### config.mk
export PLATFORM = sky130hd
export DESIGN_NAME = signal_input_conditioner
export DESIGN_NICKNAME = d
export VERILOG_FILES = /design/src/rtl/signal_input_conditioner.sv
export SDC_FILE = /design/constraint.sdc
export NUM_CORES = 1
export LEC_CHECK = 0
export CORE_MARGIN = 2
export CORE_UTILIZATION = 25
export CTS_CLUSTER_SIZE = 14
export DETAILED_ROUTE_END_ITERATION = 16
export DONT_BUFFER_PORTS = 1
export SETUP_SLACK_MARGIN = 0.02
export SLEW_MARGIN = 20
export SYNTH_ARGS = -nofsm -noshare
export SYNTH_HDL_FRONTEND = slang
export SYNTH_SLANG_ARGS = --single-unit
### constraint.sdc
create_clock -name clk -period 2.6 [get_ports clk]
set_clock_uncertainty 0.15 [all_clocks]
set_input_delay 0.39 -clock clk [delete_from_list [all_inputs] [get_ports clk]]
set_output_delay 0.39 -clock clk [all_outputs]
set_load 0.03 [all_outputs]
### src/rtl/signal_input_conditioner.sv
// Pedestrian button / car sensor input conditioning: synchronizers, debouncer,
// request latch FSM and car-presence hold. Optional request timeout via REQ_TIMEOUT_EN.
module signal_input_conditioner #(
    parameter int unsigned DEBOUNCE_CYCLES    = 4,
    parameter int unsigned CAR_HOLD_CYCLES    = 8,
    parameter int unsigned REQ_TIMEOUT_CYCLES = 64
) (
    input  logic       clk,
    input  logic       reset,
    input  logic       ped_btn_raw,
    input  logic       car_raw,
    input  logic [2:0] lights,
    output logic       pedestrian_button,
    output logic       car_sensor,
    output logic       req_expired
);

    typedef enum logic [1:0] {
        IDLE,
        PENDING,
        SERVED
    } req_state_t;

    localparam logic [7:0] DB_LAST   = 8'(DEBOUNCE_CYCLES - 1);
    localparam logic [7:0] HOLD_LOAD = 8'(CAR_HOLD_CYCLES);

    logic       ped_s1, ped_s2;
    logic       car_s1, car_s2, car_d;
    logic       btn_acc, btn_acc_d;
    logic [7:0] db_cnt;
    logic [7:0] hold_cnt;
    req_state_t state;
    logic       is_red;
    logic       press;

    assign is_red = (lights == 3'b001);
    assign press  = btn_acc & ~btn_acc_d;

    always_ff @(posedge clk or posedge reset) begin
        if (reset) begin
            ped_s1 <= 1'b0;
            ped_s2 <= 1'b0;
            car_s1 <= 1'b0;
            car_s2 <= 1'b0;
        end else begin
            ped_s1 <= ped_btn_raw;
            ped_s2 <= ped_s1;
            car_s1 <= car_raw;
            car_s2 <= car_s1;
        end
    end

    // Accept the new level on the cycle the mismatch count would reach DEBOUNCE_CYCLES.
    always_ff @(posedge clk or posedge reset) begin
        if (reset) begin
            db_cnt    <= '0;
            btn_acc   <= 1'b0;
            btn_acc_d <= 1'b0;
        end else begin
            btn_acc_d <= btn_acc;
            if (ped_s2 == btn_acc) begin
                db_cnt <= '0;
            end else if (db_cnt == DB_LAST) begin
                btn_acc <= ped_s2;
                db_cnt  <= '0;
            end else begin
                db_cnt <= db_cnt + 8'd1;
            end
        end
    end

    // Rising is immediate; falling stretched by the hold counter.
    always_ff @(posedge clk or posedge reset) begin
        if (reset) begin
            car_d      <= 1'b0;
            hold_cnt   <= '0;
            car_sensor <= 1'b0;
        end else begin
            car_d <= car_s2;
            if (car_s2) begin
                hold_cnt   <= '0;
                car_sensor <= 1'b1;
            end else if (car_d) begin
                hold_cnt   <= HOLD_LOAD;
                car_sensor <= 1'b1;
            end else if (hold_cnt != '0) begin
                hold_cnt   <= hold_cnt - 8'd1;
                car_sensor <= (hold_cnt > 8'd1);
            end else begin
                car_sensor <= 1'b0;
            end
        end
    end

`ifdef REQ_TIMEOUT_EN
    localparam logic [9:0] TMO_LAST = 10'(REQ_TIMEOUT_CYCLES - 1);
    logic [9:0] tmo_cnt;

    // RED is checked before the timeout so a coincident edge resolves to SERVED.
    always_ff @(posedge clk or posedge reset) begin
        if (reset) begin
            state             <= IDLE;
            pedestrian_button <= 1'b0;
            req_expired       <= 1'b0;
            tmo_cnt           <= '0;
        end else begin
            req_expired <= 1'b0;
            case (state)
                IDLE: begin
                    if (press) begin
                        state             <= PENDING;
                        pedestrian_button <= 1'b1;
                        tmo_cnt           <= '0;
                    end
                end
                PENDING: begin
                    if (is_red) begin
                        state             <= SERVED;
                        pedestrian_button <= 1'b0;
                    end else if (tmo_cnt == TMO_LAST) begin
                        state             <= IDLE;
                        pedestrian_button <= 1'b0;
                        req_expired       <= 1'b1;
                    end else begin
                        tmo_cnt <= tmo_cnt + 10'd1;
                    end
                end
                SERVED: begin
                    if (!is_red) state <= IDLE;
                end
                default: begin
                    state             <= IDLE;
                    pedestrian_button <= 1'b0;
                end
            endcase
        end
    end
`else
    assign req_expired = 1'b0;

    always_ff @(posedge clk or posedge reset) begin
        if (reset) begin
            state             <= IDLE;
            pedestrian_button <= 1'b0;
        end else begin
            case (state)
                IDLE: begin
                    if (press) begin
                        state             <= PENDING;
                        pedestrian_button <= 1'b1;
                    end
                end
                PENDING: begin
                    if (is_red) begin
                        state             <= SERVED;
                        pedestrian_button <= 1'b0;
                    end
                end
                SERVED: begin
                    if (!is_red) state <= IDLE;
                end
                default: begin
                    state             <= IDLE;
                    pedestrian_button <= 1'b0;
                end
            endcase
        end
    end
`endif

endmodule
Yosys cells after proc, flatten, opt, wreduce, memory -nomap -nowiden

Index checks and enable logic that the tools add are counted.

$add $sub $neg: 2
Order comparisons: 1
Equal/unequal tests: 8
Muxes and demuxes: 15
Bitwise logic cells: 4
Reductions and logical operators: 6

Operators by type and width:

| operator                                            | count |
|---|---|
| two-way mux 8 bit                                   | 5 |
| adder 8 x 1 -> 8 bit (second input constant)        | 1 |
| == test 8 x 2 -> 1 bit (second input constant)      | 1 |
| > comparator 8 x 1 -> 1 bit (second input constant) | 1 |
| nonzero test 8 bit                                  | 1 |
| subtractor 8 x 1 -> 8 bit (second input constant)   | 1 |
| two-way mux 2 bit                                   | 3 |
| != test 2 bit (second input constant)               | 3 |
| one-hot mux 2 bit (3 select lines)                  | 1 |
| AND reduction 3 bit                                 | 2 |
| two-way mux 1 bit                                   | 5 |
| == test 3 x 1 -> 1 bit (second input constant)      | 1 |
| inverter 1 bit                                      | 3 |
| one-hot mux 1 bit (3 select lines)                  | 1 |
| nonzero test 3 bit                                  | 1 |
| == test 2 x 1 -> 1 bit (second input constant)      | 1 |
| == test 2 bit (second input constant)               | 1 |
| logical NOT 2 bit                                   | 1 |
| AND reduction 2 bit                                 | 1 |
| AND 1 bit                                           | 1 |
| == test 1 bit                                       | 1 |

Register bits: 27
Input bits: 7
Output and inout bits: 3
Word-level logic and storage cells: 48

Longest topological paths before layout

Gate-level depths: netlist (run 1).

Depth after elaboration: 4
Mapped depth: 5
Depth with buffers taken out: 5

Worst setup path before layout (run 1)

Ideal clock, no wire load.

Path kind: flip-flop to flip-flop
From: register hold_cnt[0]
To: register hold_cnt[1]
Setup time: 126 ps
Data arrival time: 1509 ps
Data required time: 2324 ps
Slack: 815 ps
Stages on the path, launching flop included: 5
Path buffers: 0
Period minus slack after synthesis: 1785 ps
Cell sequence: dfrtp_1 -> inv_1 -> ha_1 -> or3b_2 -> o311a_1

Cells in the longest elaborated chain, start to end: 4
Elaborated cells between the ends (all ways): 6
Classes of those cells: add/sub: 1; mux: 3; reduce/logical: 2

RTL lines:

| element                   | line | text |
|---|---|---|
| start, declared           | 31   | `logic [7:0] hold_cnt;` |
| start signal, assigned    | 87   | `hold_cnt <= hold_cnt - 8'd1;` |
| subtractor 8 x 1 -> 8 bit | 87   |  |
| two-way mux 8 bit         | 86   | `end else if (hold_cnt != '0) begin` |
| two-way mux 8 bit         | 83   | `end else if (car_d) begin` |
| two-way mux 8 bit         | 80   | `if (car_s2) begin` |

Several ways; a longest one is shown, not always the timed one. The select of a mux whose other input is x is not followed.
A chain may end at the register's enable or synchronous reset.

Worst setup path after layout (run 1)

Same ends and word-level chain as after synthesis.

==> key figures, run 1 <==
Logic synthesis
  • Synth Warn #: 0
  • EDFF count, synth: 0
  • Post-Synthesis Cells: 117
  • Yosys top cell by area: dfrtp_1
  • FFs w/ async S/R, synth: 100.0%
  • Post-synthesis cell type count: 39
  • Flops & latches, synth: 27
  • Main synth FF type: dfrtp_1
  • Top post-synthesis cells by count: dfrtp_1, a21oi_1, nor2_1, or3_1, inv_1
  • Post-Syn Area per Cell: between 10 and 15 µm²
  • Post-synth top area share: 52.58%
  • Post-synth net total: 128
  • Register area share after synthesis: between 50% and 60%
  • Ranking of synthesized cells by area: dfrtp_1, a21oi_1, ha_1
  • Mapped Area: roughly 1300 µm²
  • Most frequent cell after synthesis: dfrtp_1

Power and ir drop
  • Power Total: roughly 1.2 mW
  • Pwr Density: 839.8 nW/µm²
  • VDD IR-drop max: 346.4 µV
  • Comb power frac: 31.2%
  • Pleak: 0.6093 nW
  • Switching part of the total: 35.10%
  • Sw Pwr: 0.4267 mW
  • Clock power share: between 10% and 20%
  • Int Power: 0.7891 mW
  • Sequential Power Share: 49.6%

CTS
  • Clk_lat worst skew: 0.27 ns
  • Max H-tree Level: 1
  • CTS tree: built
  • Num CTS Buffers: 3
  • Sink Count: 27
  • Clk buf depth: 2
  • Root Buffer Master: clkbuf_8
  • Clock Pin Slew Worst Setup and Hold Paths: 0.09 ns
  • Post-cts sizing count: 0

Placed design
  • DP Cell Count: around 190
  • Gpl congestion: 0.7171
  • Placed Area: around 1400 µm²
  • PortBufs: 0
  • Half-perimeter wire length after detailed placement: between 1500 and 2000 µm

Global routing
  • Vias in the first global route: slightly above 900
  • Largest net degree at the start of global routing: 28
  • Global-route wire length before repair: 3953 µm
  • Initial antenna violation count: 0
  • GRT Residual Overflow: 0
  • GRT Util Overall: 8.888%

Timing
  • Worst Tran Pin Value: 0.5365 ns
  • Setup TNS: 0 ns
  • Slew headroom: 63.94%
  • Tmin final: 1.959 ns
  • Setup violations, final: 0
  • Hold Fails Final Rpt: 0
  • Hold_ws: 0.1593 ns
  • Max-slew violations: 0
  • Crit share post-route: 75.34%
  • RSZ-0062 raised after global routing: no
  • Fmax: around 0.51 GHz

Worst setup path
  • Critical path class: reg -> reg
  • Worst Path Required: 2.60 ns
  • Crit-path max FO: 8
  • CP arrival: around 2.0 ns
  • Setup crit end kind: flop
  • Crit path launch type: flop

Routing
  • Detailed Routing Iterations Pass 1: 4
  • DRC Markers: 0
  • Post-route antenna net violation count: 0
  • Via density: 4.675
  • Vias post-DR: 907
  • Drt wl/cell: about 12 µm
  • Total Wirelength: 2237 µm
  • 1st-iter DRT viols: 32

Floorplan
  • Row count: 26
  • Die Y: 75.70 µm
  • Starting Density: 25.48%
  • Total core area: a little over 5000 µm²
  • Die area: 5730 µm²
  • IO Pins: 10
  • Die X: 75.70 µm

Worst hold path
  • Worst Hold Class: in -> reg

Final layout
  • Nets: 136
  • Fin cells: 194
  • Area Growth Syn to Fin: 12.66%
  • N_diodes: 0
  • # fillers: between 500 and 600
  • Share of cells above drive strength 1: 12.10%
  • Fin area: between 1000 and 1500 µm²

Job
  • Max Cap Viol: 0

Status
  • Status: completed
[worst paths after layout]
check	depth (start not counted)	endpoint	slack, ns	start
max in group asynchronous	3	db_cnt[0]	1.57	reset
min reg2reg	0	car_s2	0.20	car_s1
min	2	state[1]	0.16	lights[2]
min in group asynchronous	3	pedestrian_button	0.46	reset
max reg2reg	4	hold_cnt[1]	0.64	hold_cnt[0]
max	4	hold_cnt[1]	0.64	hold_cnt[0]
[kinds of logic (layout without fill, tap and decap cells)]
group / count (synthesis) / after routing / share of synthesized area (%)
simple gates: 43 / 43 / 21.42
compound gates: 27 / 27 / 13.63
flops: 27 / 27 / 52.58
buf+inv: 7 / 14 / 2.337
xor+xnor: 5 / 5 / 3.409
fa+ha+maj: 4 / 4 / 3.895
mux: 3 / 3 / 2.434
other cells: 1 / 1 / 0.2918
[power groups by stage]
stage	combinational [mW]	clock, mW	sequential, mW
global route	0.427	0.253	0.616
global placement	0.354	0	0.601
detailed placement	0.376	0	0.611
floorplan	0.311	0	0.586
CTS	0.382	0.242	0.603
finish	0.380	0.233	0.603
[through the flow]
step	setup slack, ns	util, %
final	0.6411	28.71
after global routing	0.5428	28.71
after CTS	0.6378	28.71
after detailed placement	0.6546	27.22
after global placement	0.7548	27.22
after floorplan	0.8150	-
[per-layer routing]
metal | GRT usage (%) | vias to the layer above | part of all wire, %
li1 | - | 435 | -
met1 | 10.73 | 443 | 45
met2 | 15.27 | 25 | 49
met3 | 2.116 | 4 | 4.0
met4 | 3.509 | 0 | 2.0
met5 | 0 | - | 0
[area by class of cell]
class,count,area [µm²],area share [%]
clock buffer,4,45.04,3.111
tap,70,87.58,6.050
multi-input combinational,83,579.3,40.02
sequential,27,675.6,46.67
timing repair buffer,4,37.54,2.593
inverter,6,22.52,1.556
[sequential cells by signal (all words and copies together) (netlist names)]
signal and cells:
db_cnt 8, car_d 1, state 2, pedestrian_button 1, btn_acc_d 1, ped_s1 1
car_s2 1, btn_acc 1, hold_cnt 8, ped_s2 1, car_sensor 1, car_s1 1
[cells in the final DEF (no fill, tap or decap), types with 3 or more instances in the layout]
| master | count |
|---|---|
| nand3_1 | 4 |
| clkbuf_8 | 3 |
| xor2_1 | 3 |
| a21oi_1 | 10 |
| inv_1 | 6 |
| nand2_1 | 5 |
| or4_4 | 3 |
| nor2_1 | 7 |
| o21ai_0 | 5 |
| ha_1 | 4 |
| or3_1 | 7 |
| dlygate4sd3_1 | 3 |
| dfrtp_1 | 27 |
[worst max-delay path: stages, from the launching register on]
cell and delay (ns):
dfrtp_1 0.43, inv_1 0.11, ha_1 0.32, or3b_2 0.53, o311a_1 0.31
[repair_timing]
| action | in CTS | in global routing |
|---|---|---|
| hold buffers | 3 | 0 |
| hold endpoints to repair | 29 | 0 |
| setup buffers | 0 | 0 |
Note: power is estimated with default switching activity, not from simulation.
==> run 2: changes to the inputs <==
==> constraint.sdc (replaced) <==
create_clock -name clk -period 1.6 [get_ports clk]
set_clock_uncertainty 0.15 [all_clocks]
set_input_delay 0.24 -clock clk [delete_from_list [all_inputs] [get_ports clk]]
set_output_delay 0.24 -clock clk [all_outputs]
set_load 0.03 [all_outputs]
==> key figures, run 2 (synthesized netlist as in run 1, its figures left out) <==
Timing
  • Fmax: 0.5856 GHz (was 0.5105 GHz)
  • Max-slew violations: 0 (unchanged)
  • Hold_ws: 0.01411 ns (was 0.1593 ns)
  • Setup violations, final: 5 (was 0)
  • RSZ-0062 raised after global routing: yes (was no)
  • Final worst slack: -0.1075 ns (was 0.6411 ns)
  • Tmin final: 1.708 ns (was 1.959 ns)
  • Crit share post-route: 106.7% (was 75.34%)
  • Hold Fails Final Rpt: 0 (unchanged)

CTS
  • Root Buffer Master: clkbuf_8 (unchanged)
  • Num CTS Buffers: 3 (unchanged)
  • Sink Count: 27 (unchanged)
  • Clk buf depth: 2 (unchanged)
  • Clk_lat worst skew: 0.26 ns (was 0.27 ns)
  • Max H-tree Level: 1 (unchanged)
  • CTS tree: built (unchanged)
  • Clock Pin Slew Worst Setup and Hold Paths: 0.08 ns (was 0.09 ns)

Power and ir drop
  • Pwr Density: 1370 nW/µm² (was 839.8 nW/µm²)
  • Pleak: 0.7067 nW (was 0.6093 nW)
  • VDD IR-drop max: 654.2 µV (was 346.4 µV)

Global routing
  • Initial antenna violation count: 0 (unchanged)
  • Vias in the first global route: 1014 (was 907)
  • GRT Util Overall: 10.07% (was 8.888%)
  • GRT Residual Overflow: 0 (unchanged)
  • Global-route wire length before repair: 4333 µm (was 3953 µm)
  • Largest net degree at the start of global routing: 28 (unchanged)

Placed design
  • DP Cell Count: 201 (was 187)
  • Gpl congestion: 0.8551 (was 0.7171)
  • PortBufs: 0 (unchanged)
  • Half-perimeter wire length after detailed placement: 1847 µm (was 1662 µm)
  • Post-Place Worst Slack: -0.1164 ns (was 0.6546 ns)

Floorplan
  • Die Y: 75.70 µm (unchanged)
  • Die area: 5730 µm² (unchanged)
  • Starting Density: 25.48% (unchanged)
  • Row count: 26 (unchanged)
  • Die X: 75.70 µm (unchanged)
  • IO Pins: 10 (unchanged)
  • Total core area: 5042 µm² (unchanged)

Worst setup path
  • Crit path launch type: flop (unchanged)
  • Buf+Inv Stages, Crit Path: 2 (was 1)
  • Setup crit end kind: flop (unchanged)
  • Worst Path Required: 1.60 ns (was 2.60 ns)
  • Slowest CP cell: dfrtp_1 (was or3b_2)
  • CP max stage delay: 0.41 ns (was 0.53 ns)
  • CP Cell Sequence: inv_2 > buf_6 > ha_4 > or3b_4 > o311a_1 (was inv_1 > ha_1 > or3b_2 > o311a_1)
  • CP arrival: 1.71 ns (was 1.96 ns)
  • Crit-path max FO: 4 (was 8)
  • Critical path's top delay family: flip-flops (was simple AND/OR/NAND/NOR gates)
  • Critical path class: reg -> reg (unchanged)

Final layout
  • Area of the multi-input gates: 675.6 µm² (was 579.3 µm²)
  • Area Growth Syn to Fin: 30.96% (was 12.66%)
  • Largest regs: db_cnt: 8 flops, hold_cnt: 8 flops, state: 2 flops (unchanged)
  • Most common cell after layout, fill and taps aside: dfrtp_1 (unchanged)
  • Share of cells above drive strength 1: 32.62% (was 12.10%)
  • Fin cells: 211 (was 194)
  • N_diodes: 0 (unchanged)
  • Final core utilization: 33.37% (was 28.71%)
  • Nets: 153 (was 136)
  • Leading cell types in the layout, fill and taps excluded: dfrtp_1, buf_4, nor2_1, or3_1, a21oi_1 (was dfrtp_1, a21oi_1, nor2_1, or3_1, inv_1)
  • Reg area: 675.6 µm² (unchanged)
  • # fillers: 513 (was 521)

Status
  • Status: complete, but fails checks (was completed)
  • Failing checks: negative setup slack

Routing
  • Post-route antenna net violation count: 0 (unchanged)
  • Vias post-DR: 958 (was 907)
  • 1st-iter DRT viols: 46 (was 32)
  • Via density: 4.540 (was 4.675)
  • Total Wirelength: 2583 µm (was 2237 µm)
  • DRC Markers: 0 (unchanged)
  • Detailed Routing Iterations Pass 1: 4 (unchanged)
  • Drt wl/cell: 12.24 µm (was 11.53 µm)

Worst hold path
  • Worst Hold Class: in -> reg (unchanged)

Job
  • Max Cap Viol: 0 (unchanged)
run 2: cell type report:
cell class,count,area share (%)
clock buffers,4,2.677
multi-input cells,83,40.15
inverters,6,1.338
repair buffers,21,10.48
well taps,70,5.204
flip-flops and latches,27,40.15
run 2: metal layers:
layer	global-route usage [%]	part of all wire, %	up-vias
li1	-	-	468
met1	10.47	40	484
met2	19.71	57	4
met3	2.116	2.2	2
met4	3.509	0.66	0
met5	0	0	-
run 2: timing repair:
| item | CTS | global route |
|---|---|---|
| endpoints found under the hold margin | 29 | 0 |
| pin swaps | 7 | 7 |
| hold buffers | 3 | 0 |
| buffers inserted | 2 | 1 |
| resized for setup | 6 | 8 |
| endpoints found under the setup margin | 11 | 11 |
run 2: report_power, final:
part / internal (mW) / total (mW) / switching, mW
registers: 0.803 / 0.957 / 0.154
logic: 0.522 / 0.982 / 0.461
clock network: 0.178 / 0.365 / 0.187
run 2: worst register-to-register path: cells and delay by family (launching register included):
family	cells	cell delay, ns
adder cells (fa/ha/maj)	1	0.12
buffers and inverters	2	0.21
flip-flops	1	0.41
AND/OR/NAND/NOR	1	0.40
AO/OA/AOI/OAI	1	0.30
run 2: final timing paths:
kind / from / endpoint / slack [ns] / depth (start not counted)
max: hold_cnt[1] / hold_cnt[1] / -0.11 / 5
max in group asynchronous: reset / hold_cnt[4] / 0.73 / 3
min reg2reg: ped_s1 / ped_s2 / 0.21 / 0
max reg2reg: hold_cnt[1] / hold_cnt[1] / -0.11 / 5
min: lights[2] / state[1] / 0.01 / 2
min in group asynchronous: reset / ped_s2 / 0.32 / 3
run 2: through the flow:
step,total power [mW],cell area (µm²),TNS [ns]
floorplan,1.535,1325,-0.1602
global placement,1.741,1518,-0.1932
detailed placement,1.792,1518,-0.5202
CTS,2.225,1630,-0.4402
global route,2.461,1683,-0.9652
finish,2.305,1683,-0.3047
==> run 3: changes to the inputs <==
--- a/config.mk
+++ b/config.mk
@@ -15,3 +15,4 @@
 export SYNTH_ARGS = -nofsm -noshare
 export SYNTH_HDL_FRONTEND = slang
 export SYNTH_SLANG_ARGS = --single-unit
+export TNS_END_PERCENT = 10
==> key figures, run 3 (synthesized netlist as in run 1, its figures left out) <==
Power and ir drop
  • Pwr Density: 1351 nW/µm² (was 1370 nW/µm²)
  • Pleak: 0.7318 nW (was 0.7067 nW)
  • VDD IR-drop max: 502.6 µV (was 654.2 µV)

Routing
  • 1st-iter DRT viols: 69 (was 46)
  • Vias post-DR: 995 (was 958)
  • Via density: 4.585 (was 4.540)
  • Detailed Routing Iterations Pass 1: 4 (unchanged)
  • DRC Markers: 0 (unchanged)
  • Post-route antenna net violation count: 0 (unchanged)
  • Total Wirelength: 2510 µm (was 2583 µm)
  • Max Used Layer: met4 (unchanged)
  • Wl on met1: 1239 µm (was 1042 µm)
  • WL met3: 72 µm (was 56 µm)
  • Met2 Wirelength: 1170 µm (was 1465 µm)
  • Drt wl/cell: 11.57 µm (was 12.24 µm)

Timing
  • Tmin final: 1.687 ns (was 1.708 ns)
  • Final worst slack: -0.08688 ns (was -0.1075 ns)
  • RSZ-0062 raised after global routing: yes (unchanged)
  • Hold Fails Final Rpt: 0 (unchanged)
  • Fmax: 0.5928 GHz (was 0.5856 GHz)
  • Max-slew violations: 0 (unchanged)
  • Crit share post-route: 105.4% (was 106.7%)
  • Setup violations, final: 6 (was 5)

Floorplan
  • Row count: 26 (unchanged)
  • Die Y: 75.70 µm (unchanged)
  • Die X: 75.70 µm (unchanged)
  • IO Pins: 10 (unchanged)
  • Die area: 5730 µm² (unchanged)
  • Total core area: 5042 µm² (unchanged)
  • Starting Density: 25.48% (unchanged)

Final layout
  • Area Growth Syn to Fin: 31.94% (was 30.96%)
  • Reg area: 675.6 µm² (unchanged)
  • Final core utilization: 33.62% (was 33.37%)
  • # fillers: 505 (was 513)
  • Area of the multi-input gates: 648.1 µm² (was 675.6 µm²)
  • Nets: 159 (was 153)
  • Most common cell after layout, fill and taps aside: dfrtp_1 (unchanged)
  • N_diodes: 0 (unchanged)
  • Largest regs: db_cnt: 8 flops, hold_cnt: 8 flops, state: 2 flops (unchanged)
  • Leading cell types in the layout, fill and taps excluded: dfrtp_1, buf_4, a21oi_1 (was dfrtp_1, buf_4, nor2_1, or3_1, a21oi_1)
  • Share of cells above drive strength 1: 32.65% (was 32.62%)

Worst setup path
  • Worst Path Required: 1.61 ns (was 1.60 ns)
  • Buf+Inv Stages, Crit Path: 2 (unchanged)
  • Slowest CP cell: dfrtp_1 (unchanged)
  • Critical path's top delay family: flip-flops (unchanged)
  • Setup crit end kind: flop (unchanged)
  • CP Cell Sequence: inv_2 > buf_4 > ha_4 > or3b_4 > o311a_1 (was inv_2 > buf_6 > ha_4 > or3b_4 > o311a_1)
  • Crit-path max FO: 4 (unchanged)
  • CP max stage delay: 0.41 ns (about the same)
  • CP arrival: 1.70 ns (was 1.71 ns)
  • Crit path launch type: flop (unchanged)
  • Critical path class: reg -> reg (unchanged)

Job
  • Max Cap Viol: 0 (unchanged)

Worst hold path
  • Worst Hold Class: in -> reg (unchanged)

Placed design
  • PortBufs: 0 (unchanged)
  • Gpl congestion: 0.8394 (was 0.8551)
  • Half-perimeter wire length after detailed placement: 1804 µm (was 1847 µm)
  • Post-Place Worst Slack: -0.1150 ns (was -0.1164 ns)

CTS
  • CTS tree: built (unchanged)
  • Sink Count: 27 (unchanged)
  • Max H-tree Level: 1 (unchanged)
  • Clk buf depth: 2 (unchanged)
  • Root Buffer Master: clkbuf_8 (unchanged)
  • Num CTS Buffers: 3 (unchanged)
  • Clock Pin Slew Worst Setup and Hold Paths: 0.09 ns (was 0.08 ns)
  • Clk_lat worst skew: 0.27 ns (was 0.26 ns)

Global routing
  • GRT Residual Overflow: 0 (unchanged)
  • Global-route wire length before repair: 4222 µm (was 4333 µm)
  • Initial antenna violation count: 0 (unchanged)
  • Vias in the first global route: 964 (was 1014)
  • Largest net degree at the start of global routing: 28 (unchanged)
  • GRT Util Overall: 9.536% (was 10.07%)

Status
  • Status: complete, but fails checks (unchanged)
  • Failing checks: negative setup slack (unchanged)
-- run 3: final cells by class --
class	count	area share, %
Clock buffer	3	2.435
Timing Repair Buffer	27	12.69
Sequential cell	27	39.85
Clock inverter	1	0.2952
Tap cell	70	5.166
Inverter	6	1.328
Multi-Input combinational cell	83	38.23
-- run 3: path summary, 6_finish.rpt --
check                      cells after the start     endpoint  slack, ns        start
max reg2reg                                    5  hold_cnt[1]      -0.09  hold_cnt[1]
min                                            2     state[1]       0.09    lights[0]
min reg2reg                                    0       car_s2       0.21       car_s1
max                                            5  hold_cnt[1]      -0.09  hold_cnt[1]
min in group asynchronous                      3  hold_cnt[5]       0.32        reset
max in group asynchronous                      3  hold_cnt[2]       0.73        reset
-- run 3: through the flow --
step / instance area [µm²] / hold WS, ns / setup TNS [ns] / power, mW / instances
6_report: 1695 / 0.08611 / -0.2682 / 2.290 / 217
3_3_place_gp: 1515 / 0.06270 / -0.3524 / 1.720 / 202
5_1_grt: 1695 / 0.07968 / -0.7288 / 2.425 / 217
4_1_cts: 1650 / 0.001617 / -0.3716 / 2.247 / 214
2_1_floorplan: 1315 / 0.1214 / -0.2385 / 1.509 / 117
3_5_place_dp: 1515 / 0.07491 / -0.6579 / 1.763 / 202
-- run 3: what timing repair did --
action / CTS / global route
setup buffers: 5 / 1
resized for setup: 4 / 5
setup endpoints to repair: 11 / 12
pin swaps: 7 / 3
hold buffers: 3 / 2
hold endpoints to repair: 29 / 1
-- run 3: where the power goes --
| group | internal [mW] | leakage, nW | total (mW) | switching, mW |
|---|---|---|---|---|
| Combinational | 0.511 | 0.362 | 0.954 | 0.443 |
| Sequential | 0.803 | 0.345 | 0.947 | 0.144 |
| Clock | 0.174 | 0.0255 | 0.389 | 0.214 |
| Total | 1.49 | 0.732 | 2.29 | 0.801 |
-- run 3: per-layer routing --
| metal | vias up | track usage [%] |
|---|---|---|
| li1 | 481 | - |
| met1 | 497 | 12.85 |
| met2 | 15 | 15.36 |
| met3 | 2 | 1.720 |
| met4 | 0 | 3.509 |
| met5 | - | 0 |
